==> src/rtl/rgb_pwm_encoder_if.sv <==
// Bundle between the colour-sequencing decoder (master) and the RGB PWM encoder (slave).
// Handshake: the master may pulse load for one cycle only while busy is low; a load seen
// while busy is high is dropped. busy stays high from the cycle after an accepted load
// until the cycle after the boundary that finishes applying the captured targets.
`timescale 1ns/1ps
interface rgb_pwm_encoder_if;
  logic [7:0] R_time_in;
  logic [7:0] G_time_in;
  logic [7:0] B_time_in;
  logic       load;
  logic       busy;
  logic       pwm_r;
  logic       pwm_g;
  logic       pwm_b;
  logic       period_start;

  modport master (
    output R_time_in, G_time_in, B_time_in, load,
    input  busy, pwm_r, pwm_g, pwm_b, period_start
  );

  modport slave (
    input  R_time_in, G_time_in, B_time_in, load,
    output busy, pwm_r, pwm_g, pwm_b, period_start
  );
endinterface

==> src/rtl/rgb_pwm_encoder.sv <==
// Three-channel 255-tick PWM generator for RGB LEDs. Duty targets are captured on load
// and moved into the active compare registers only at period boundaries, optionally
// ramping by FADE_STEP per period. All outputs are registered.
`timescale 1ns/1ps
module rgb_pwm_encoder #(
  parameter int PRESCALE   = 1,
  parameter int FADE_STEP  = 0,
  parameter bit ACTIVE_LOW = 1'b0
) (
  input  logic               clk_div,
  input  logic               rst,
  rgb_pwm_encoder_if.slave   bus,
  output logic [1:0]         dbg_state_o
);

  typedef enum logic [1:0] {
    IDLE    = 2'd0,
    PENDING = 2'd1,
    FADING  = 2'd2
  } state_t;

  localparam logic [7:0] PRE_LAST = 8'(PRESCALE - 1);
  localparam logic [7:0] STEP     = 8'(FADE_STEP);

  state_t     state_q, state_d;
  logic [7:0] pre_q, cnt_q;
  logic [7:0] act_r_q, act_g_q, act_b_q;
  logic [7:0] act_r_d, act_g_d, act_b_d;
  logic [7:0] tgt_r_q, tgt_g_q, tgt_b_q;
  logic [7:0] tgt_r_d, tgt_g_d, tgt_b_d;
  logic       busy_q, busy_d;
  logic       wrap_q, period_start_q;
  logic       pwm_r_q, pwm_g_q, pwm_b_q;
  logic       tick, boundary;

  assign tick     = (pre_q == PRE_LAST);
  assign boundary = tick && (cnt_q == 8'd254);

  // One ramp step of a channel toward its target; the difference is taken without wrap.
  function automatic logic [7:0] step_to(input logic [7:0] act, input logic [7:0] tgt);
    logic [8:0] diff;
    diff    = 9'd0;
    step_to = tgt;
    if (FADE_STEP != 0) begin
      if (act < tgt) diff = {1'b0, tgt} - {1'b0, act};
      else           diff = {1'b0, act} - {1'b0, tgt};
      if (diff <= {1'b0, STEP}) step_to = tgt;
      else if (act < tgt)       step_to = act + STEP;
      else                      step_to = act - STEP;
    end
  endfunction

  // Prescaler and 0..254 period counter.
  always_ff @(posedge clk_div or posedge rst) begin
    if (rst) begin
      pre_q <= 8'd0;
      cnt_q <= 8'd0;
    end else begin
      pre_q <= tick ? 8'd0 : pre_q + 8'd1;
      if (tick) cnt_q <= boundary ? 8'd0 : cnt_q + 8'd1;
    end
  end

  // Next-state logic: capture targets when idle, update active duties at boundaries.
  // In IDLE act already equals tgt, so skipping the boundary update there is exact.
  always_comb begin
    state_d = state_q;
    tgt_r_d = tgt_r_q;
    tgt_g_d = tgt_g_q;
    tgt_b_d = tgt_b_q;
    act_r_d = act_r_q;
    act_g_d = act_g_q;
    act_b_d = act_b_q;
    case (state_q)
      IDLE: begin
        if (bus.load) begin
          tgt_r_d = bus.R_time_in;
          tgt_g_d = bus.G_time_in;
          tgt_b_d = bus.B_time_in;
          state_d = PENDING;
        end
      end
      PENDING, FADING: begin
        if (boundary) begin
          act_r_d = step_to(act_r_q, tgt_r_q);
          act_g_d = step_to(act_g_q, tgt_g_q);
          act_b_d = step_to(act_b_q, tgt_b_q);
          if ((act_r_d == tgt_r_q) && (act_g_d == tgt_g_q) && (act_b_d == tgt_b_q))
            state_d = IDLE;
          else
            state_d = FADING;
        end
      end
      default: state_d = IDLE;
    endcase
    busy_d = (state_d != IDLE);
  end

  // FSM, duty and busy registers.
  always_ff @(posedge clk_div or posedge rst) begin
    if (rst) begin
      state_q <= IDLE;
      tgt_r_q <= 8'd0;
      tgt_g_q <= 8'd0;
      tgt_b_q <= 8'd0;
      act_r_q <= 8'd0;
      act_g_q <= 8'd0;
      act_b_q <= 8'd0;
      busy_q  <= 1'b0;
    end else begin
      state_q <= state_d;
      tgt_r_q <= tgt_r_d;
      tgt_g_q <= tgt_g_d;
      tgt_b_q <= tgt_b_d;
      act_r_q <= act_r_d;
      act_g_q <= act_g_d;
      act_b_q <= act_b_d;
      busy_q  <= busy_d;
    end
  end

  // Registered compare outputs; period_start is delayed so it lines up with the
  // first PWM sample taken from cnt==0 with the freshly updated duties.
  always_ff @(posedge clk_div or posedge rst) begin
    if (rst) begin
      pwm_r_q        <= ACTIVE_LOW;
      pwm_g_q        <= ACTIVE_LOW;
      pwm_b_q        <= ACTIVE_LOW;
      wrap_q         <= 1'b0;
      period_start_q <= 1'b0;
    end else begin
      pwm_r_q        <= (cnt_q < act_r_q) ^ ACTIVE_LOW;
      pwm_g_q        <= (cnt_q < act_g_q) ^ ACTIVE_LOW;
      pwm_b_q        <= (cnt_q < act_b_q) ^ ACTIVE_LOW;
      wrap_q         <= boundary;
      period_start_q <= wrap_q;
    end
  end

  assign bus.busy         = busy_q;
  assign bus.pwm_r        = pwm_r_q;
  assign bus.pwm_g        = pwm_g_q;
  assign bus.pwm_b        = pwm_b_q;
  assign bus.period_start = period_start_q;
  assign dbg_state_o      = state_q;

endmodule

==> src/flat_wrapper.sv <==
// flat-port wrapper written by rule: the top's interface ports become plain ports
module rgb_pwm_encoder_flat 
#(
  parameter int PRESCALE   = 1,
  parameter int FADE_STEP  = 0,
  parameter bit ACTIVE_LOW = 1'b0
)
  (clk_div, rst, dbg_state_o, bus_R_time_in, bus_G_time_in, bus_B_time_in, bus_load, bus_busy, bus_pwm_r, bus_pwm_g, bus_pwm_b, bus_period_start);
  rgb_pwm_encoder_if bus_i ();
  input  logic clk_div;
  input  logic rst;
  output logic [1:0] dbg_state_o;
  input wire logic [$bits(bus_i.R_time_in)-1:0] bus_R_time_in;
  input wire logic [$bits(bus_i.G_time_in)-1:0] bus_G_time_in;
  input wire logic [$bits(bus_i.B_time_in)-1:0] bus_B_time_in;
  input wire logic [$bits(bus_i.load)-1:0] bus_load;
  output wire logic [$bits(bus_i.busy)-1:0] bus_busy;
  output wire logic [$bits(bus_i.pwm_r)-1:0] bus_pwm_r;
  output wire logic [$bits(bus_i.pwm_g)-1:0] bus_pwm_g;
  output wire logic [$bits(bus_i.pwm_b)-1:0] bus_pwm_b;
  output wire logic [$bits(bus_i.period_start)-1:0] bus_period_start;
  assign bus_i.R_time_in = bus_R_time_in;
  assign bus_i.G_time_in = bus_G_time_in;
  assign bus_i.B_time_in = bus_B_time_in;
  assign bus_i.load = bus_load;
  assign bus_busy = bus_i.busy;
  assign bus_pwm_r = bus_i.pwm_r;
  assign bus_pwm_g = bus_i.pwm_g;
  assign bus_pwm_b = bus_i.pwm_b;
  assign bus_period_start = bus_i.period_start;
  rgb_pwm_encoder #(.PRESCALE(PRESCALE), .FADE_STEP(FADE_STEP), .ACTIVE_LOW(ACTIVE_LOW)) u_core (.clk_div(clk_div), .rst(rst), .bus(bus_i), .dbg_state_o(dbg_state_o));
endmodule
==> config.mk <==
export PLATFORM = sky130hd
export DESIGN_NAME = rgb_pwm_encoder_flat
export DESIGN_NICKNAME = d
export VERILOG_FILES = /design/src/rtl/rgb_pwm_encoder_if.sv /design/src/rtl/rgb_pwm_encoder.sv /design/src/flat_wrapper.sv
export SDC_FILE = /design/constraint.sdc
export NUM_CORES = 1
export LEC_CHECK = 0
export CAP_MARGIN = 20
export CELL_PAD_IN_SITES_DETAIL_PLACEMENT = 2
export CELL_PAD_IN_SITES_GLOBAL_PLACEMENT = 2
export CORE_ASPECT_RATIO = 1.75
export CORE_MARGIN = 2
export CORE_UTILIZATION = 36
export DETAILED_ROUTE_END_ITERATION = 10
export PLACE_DENSITY = 0.85
export SLEW_MARGIN = 20
export SYNTH_ARGS = -nofsm -noshare
export SYNTH_HDL_FRONTEND = slang
export SYNTH_SLANG_ARGS = --single-unit
==> constraint.sdc <==
create_clock -name clk_div -period 2.4 [get_ports clk_div]
set_input_delay 0.72 -clock clk_div [delete_from_list [all_inputs] [get_ports clk_div]]
set_output_delay 0.72 -clock clk_div [all_outputs]
set_load 0.1 [all_outputs]
==> impl_metrics.csv <==
group,metric,value,unit
outcome,status,"finished, final reports clean",
min_path,hold_start,"u_core.wrap_q",
layout,layout_common_cells,"dfrtp_1 (72), mux2_2 (28), inv_1 (27), ha_1 (27), clkdlybuf4s50_1 (26)",
timing,tightest_slew,0.492,ns
power_and_ir_drop,power_density,660,nW/µm²
clock_tree,clkSinkCount,72,
worst_setup_path,reg2reg_depth,7,
placed_design,place_inst,425,
timing,fin_tns_setup,0,ns
layout,nFillCells,939,
timing,max_slew_margin,0.670,
timing,finalMaxSlewViolations,0,
worst_setup_path,crit_fanout,24,
route,routed_via_density,5.02,
placed_design,dp_slack,0.300,ns
route,drc,0,
route,dr_total_vias,2216,
floorplanning,io_pins,34,
layout,final_core_util,0.461,
timing,fin_crit,2.09,ns
min_path,min_path_cells,0,
placed_design,port_buffers,33,
global_routing,grt_pass1_wl,13800,µm
placed_design,dp_hpwl,5710,µm
clock_tree,cts.reportedPaths.clkPinSlew,0.06,ns
timing,rsz0062_at_grt,"false",
route,dr.first_iter.drc_count,45,
worst_setup_path,ff2ff_setup_slack,0.31,ns
layout,multi_input_area,1530,µm²
clock_tree,cts_buffers,9,
floorplanning,start_util,0.369,
clock_tree,cts_buffer_depth,2,
floorplanning,rows,47,
timing,worst_slack,0.306,ns
route,postRouteAntennaNets,0,
route,avgRoutedWirePerCell,18.4,µm
layout,layout_commonest_cell,"dfrtp_1",
worst_setup_path,worstSetupStartpointType,"flip-flop",
layout,layoutNonFillerInstCount,441,
logic_synthesis,syn_nets,322,
global_routing,antenna_found_initial,0,
worst_setup_path,cp.required,2.62,ns
worst_setup_path,crit_path_end_kind,"flip-flop",
route,wirelength,8110,µm
clock_tree,htreeDepth,3,
logic_synthesis,syn_area,3470,µm²
power_and_ir_drop,ir_worst_vdd,0.000442,V
worst_setup_path,r2r-start,"u_core.pre_q[0]",
floorplanning,dieArea,10500,µm²
min_path,whs_endpoint,"u_core.bus.period_start",
worst_setup_path,rr_endpoint,"u_core.act_r_q[5]",
logic_synthesis,synth.distinct_cells,35,
timing,clock.fmax,478,MHz
layout,area_delta_synth_final,24.9,%
clock_tree,cts_tree,"done",
clock_tree,cts_resized,0,
logic_synthesis,yosys_register_bits,72,
floorplanning,core,9410,µm²
timing,clock_skew,0.00549,ns
route,drt-pass1-iter-count,4,
clock_tree,ctsHoldBuffers,0,
min_path,min-delay-path-class,"flip-flop to flip-flop",
floorplanning,die_x,78.3,µm
placed_design,gp_congestion,0.827,
worst_setup_path,critPathKind,"flip-flop to flip-flop",
logic_synthesis,syn-mean-instance-area,13.0,µm²
global_routing,grt_pass1_vias,2597,
layout,layout.nets,368,
timing,hold_viol_final,0,
job,maxCapViolCount,0,
power_and_ir_drop,total_power,0.00286,W
layout,ff_latch_area,1800,µm²
global_routing,grt_max_degree,35,
clock_tree,clkLatencyLatePin,0.34,ns
logic_synthesis,seq_area_frac_synth,0.519,
timing,setup_viol,0,
global_routing,grt_usage,0.178,
timing,fin_crit_sh,0.873,
global_routing,grt-ovfl-total,0,
layout,diodes,0,
clock_tree,cts_setup_buffers,0,
logic_synthesis,netlist_instances,268,
power_and_ir_drop,p_leak,2.16,nW
clock_tree,cts_root_buffer,"clkbuf_16",
layout,drive_gt1_frac,0.260,
floorplanning,die_height,134,µm
worst_setup_path,worstPathArrival,2.31,ns
logic_synthesis,yosys_warnings,0,
## synth_stat cells, drive strengths merged
library cell | n | area (µm²)
and4 | 2 | 17.5
xor2 | 2 | 17.5
o31ai | 2 | 15.0
a221oi | 3 | 26.3
xnor2 | 7 | 61.3
clkbuf | 1 | 3.75
ha | 27 | 338
buf | 3 | 26.3
nand4 | 2 | 27.5
a211oi | 1 | 7.51
mux2i | 2 | 20.0
nor2b | 1 | 6.26
nor4 | 1 | 21.3
o211ai | 2 | 15.0
o21ai | 6 | 30.0
and3 | 7 | 43.8
a21o | 6 | 45.0
inv | 28 | 105
a31oi | 3 | 18.8
nor2 | 5 | 18.8
nand2b | 3 | 18.8
clkinv | 1 | 5.00
nand2 | 12 | 52.6
or3 | 1 | 6.26
nand3 | 10 | 50.1
nor3 | 1 | 5.00
dfrtp | 72 | 1800
and2 | 2 | 12.5
mux2 | 48 | 616
nor3b | 1 | 12.5
a21oi | 6 | 30.0
## critical path: stages (launching register included)
cell and delay, ns:
dfrtp_1 0.44, inv_1 0.09, ha_1 0.15, nor3b_2 0.32
nand4_4 0.15, clkinv_2 0.14, nand2_4 0.27, mux2_4 0.40
## sequential cells by signal, summed over array words and instances, names as in the netlist, 2 cells and up
signal / count
u_core.tgt_g_q: 8
u_core.tgt_b_q: 8
u_core.cnt_q: 8
u_core.act_g_q: 8
u_core.dbg_state_o: 2
u_core.pre_q: 8
u_core.act_b_q: 8
u_core.tgt_r_q: 8
u_core.act_r_q: 8
## cells by family (layout without fill, tap and decap cells)
| logic type | count (synthesis) | in the layout | synth area share |
|---|---|---|---|
| AOI/OAI and AO/OA | 29 | 29 | 0.0540 |
| muxes | 50 | 50 | 0.183 |
| DFF | 72 | 72 | 0.519 |
| and+or+nand+nor | 48 | 48 | 0.0843 |
| buffers and inverters | 33 | 84 | 0.0403 |
| adders and majority gates | 27 | 27 | 0.0972 |
| xor gates and xnor gates | 9 | 9 | 0.0227 |
## metal layers
metal / global-route usage / vias to the layer above / wire, µm
li1: - / 1024 / -
met1: 0.189 / 1132 / 2930
met2: 0.319 / 39 / 4640
met3: 0.0404 / 21 / 228
met4: 0.0994 / 0 / 311
met5: 0 / - / 0
## cell type report
cell class	instances	area share
flip-flops and latches	72	0.415
multi-input cells	163	0.353
repair buffers	39	0.0882
clock buffers	11	0.0582
well taps	122	0.0352
inverters	29	0.0262
clock inverters	5	0.0236
## metrics by stage
step | hold slack (ns) | area, µm²
final | 0.349 | 4340
after global routing | 0.377 | 4340
after CTS | 0.352 | 4340
after detailed placement | 0.339 | 3980
after global placement | 0.333 | 3980
after floorplan | 0.331 | 3480
## worst max path at each step
| stage | from | end | slack [ns] | depth (start not counted) |
|---|---|---|---|---|
| global route | u_core.pre_q[0] | u_core.act_r_q[5] | 0.17 | 7 |
| finish | u_core.pre_q[0] | u_core.act_r_q[5] | 0.31 | 7 |
| global placement | u_core.cnt_q[0] | u_core.act_g_q[3] | 0.41 | 7 |
| CTS | u_core.pre_q[0] | u_core.act_r_q[5] | 0.27 | 7 |
| detailed placement | u_core.cnt_q[0] | u_core.act_g_q[3] | 0.30 | 7 |
| floorplan | u_core.dbg_state_o[0] | u_core.tgt_b_q[0] | 0.07 | 5 |
## report_power, final
group	switching, W	total, W	internal, W	leakage, nW
Combinational	0.0000315	0.0000730	0.0000415	1.01
Clock	0.000507	0.00158	0.00107	0.172
Sequential	0	0.00121	0.00121	0.981
Total	0.000539	0.00286	0.00233	2.16
Power figures use the tool's default switching activity.
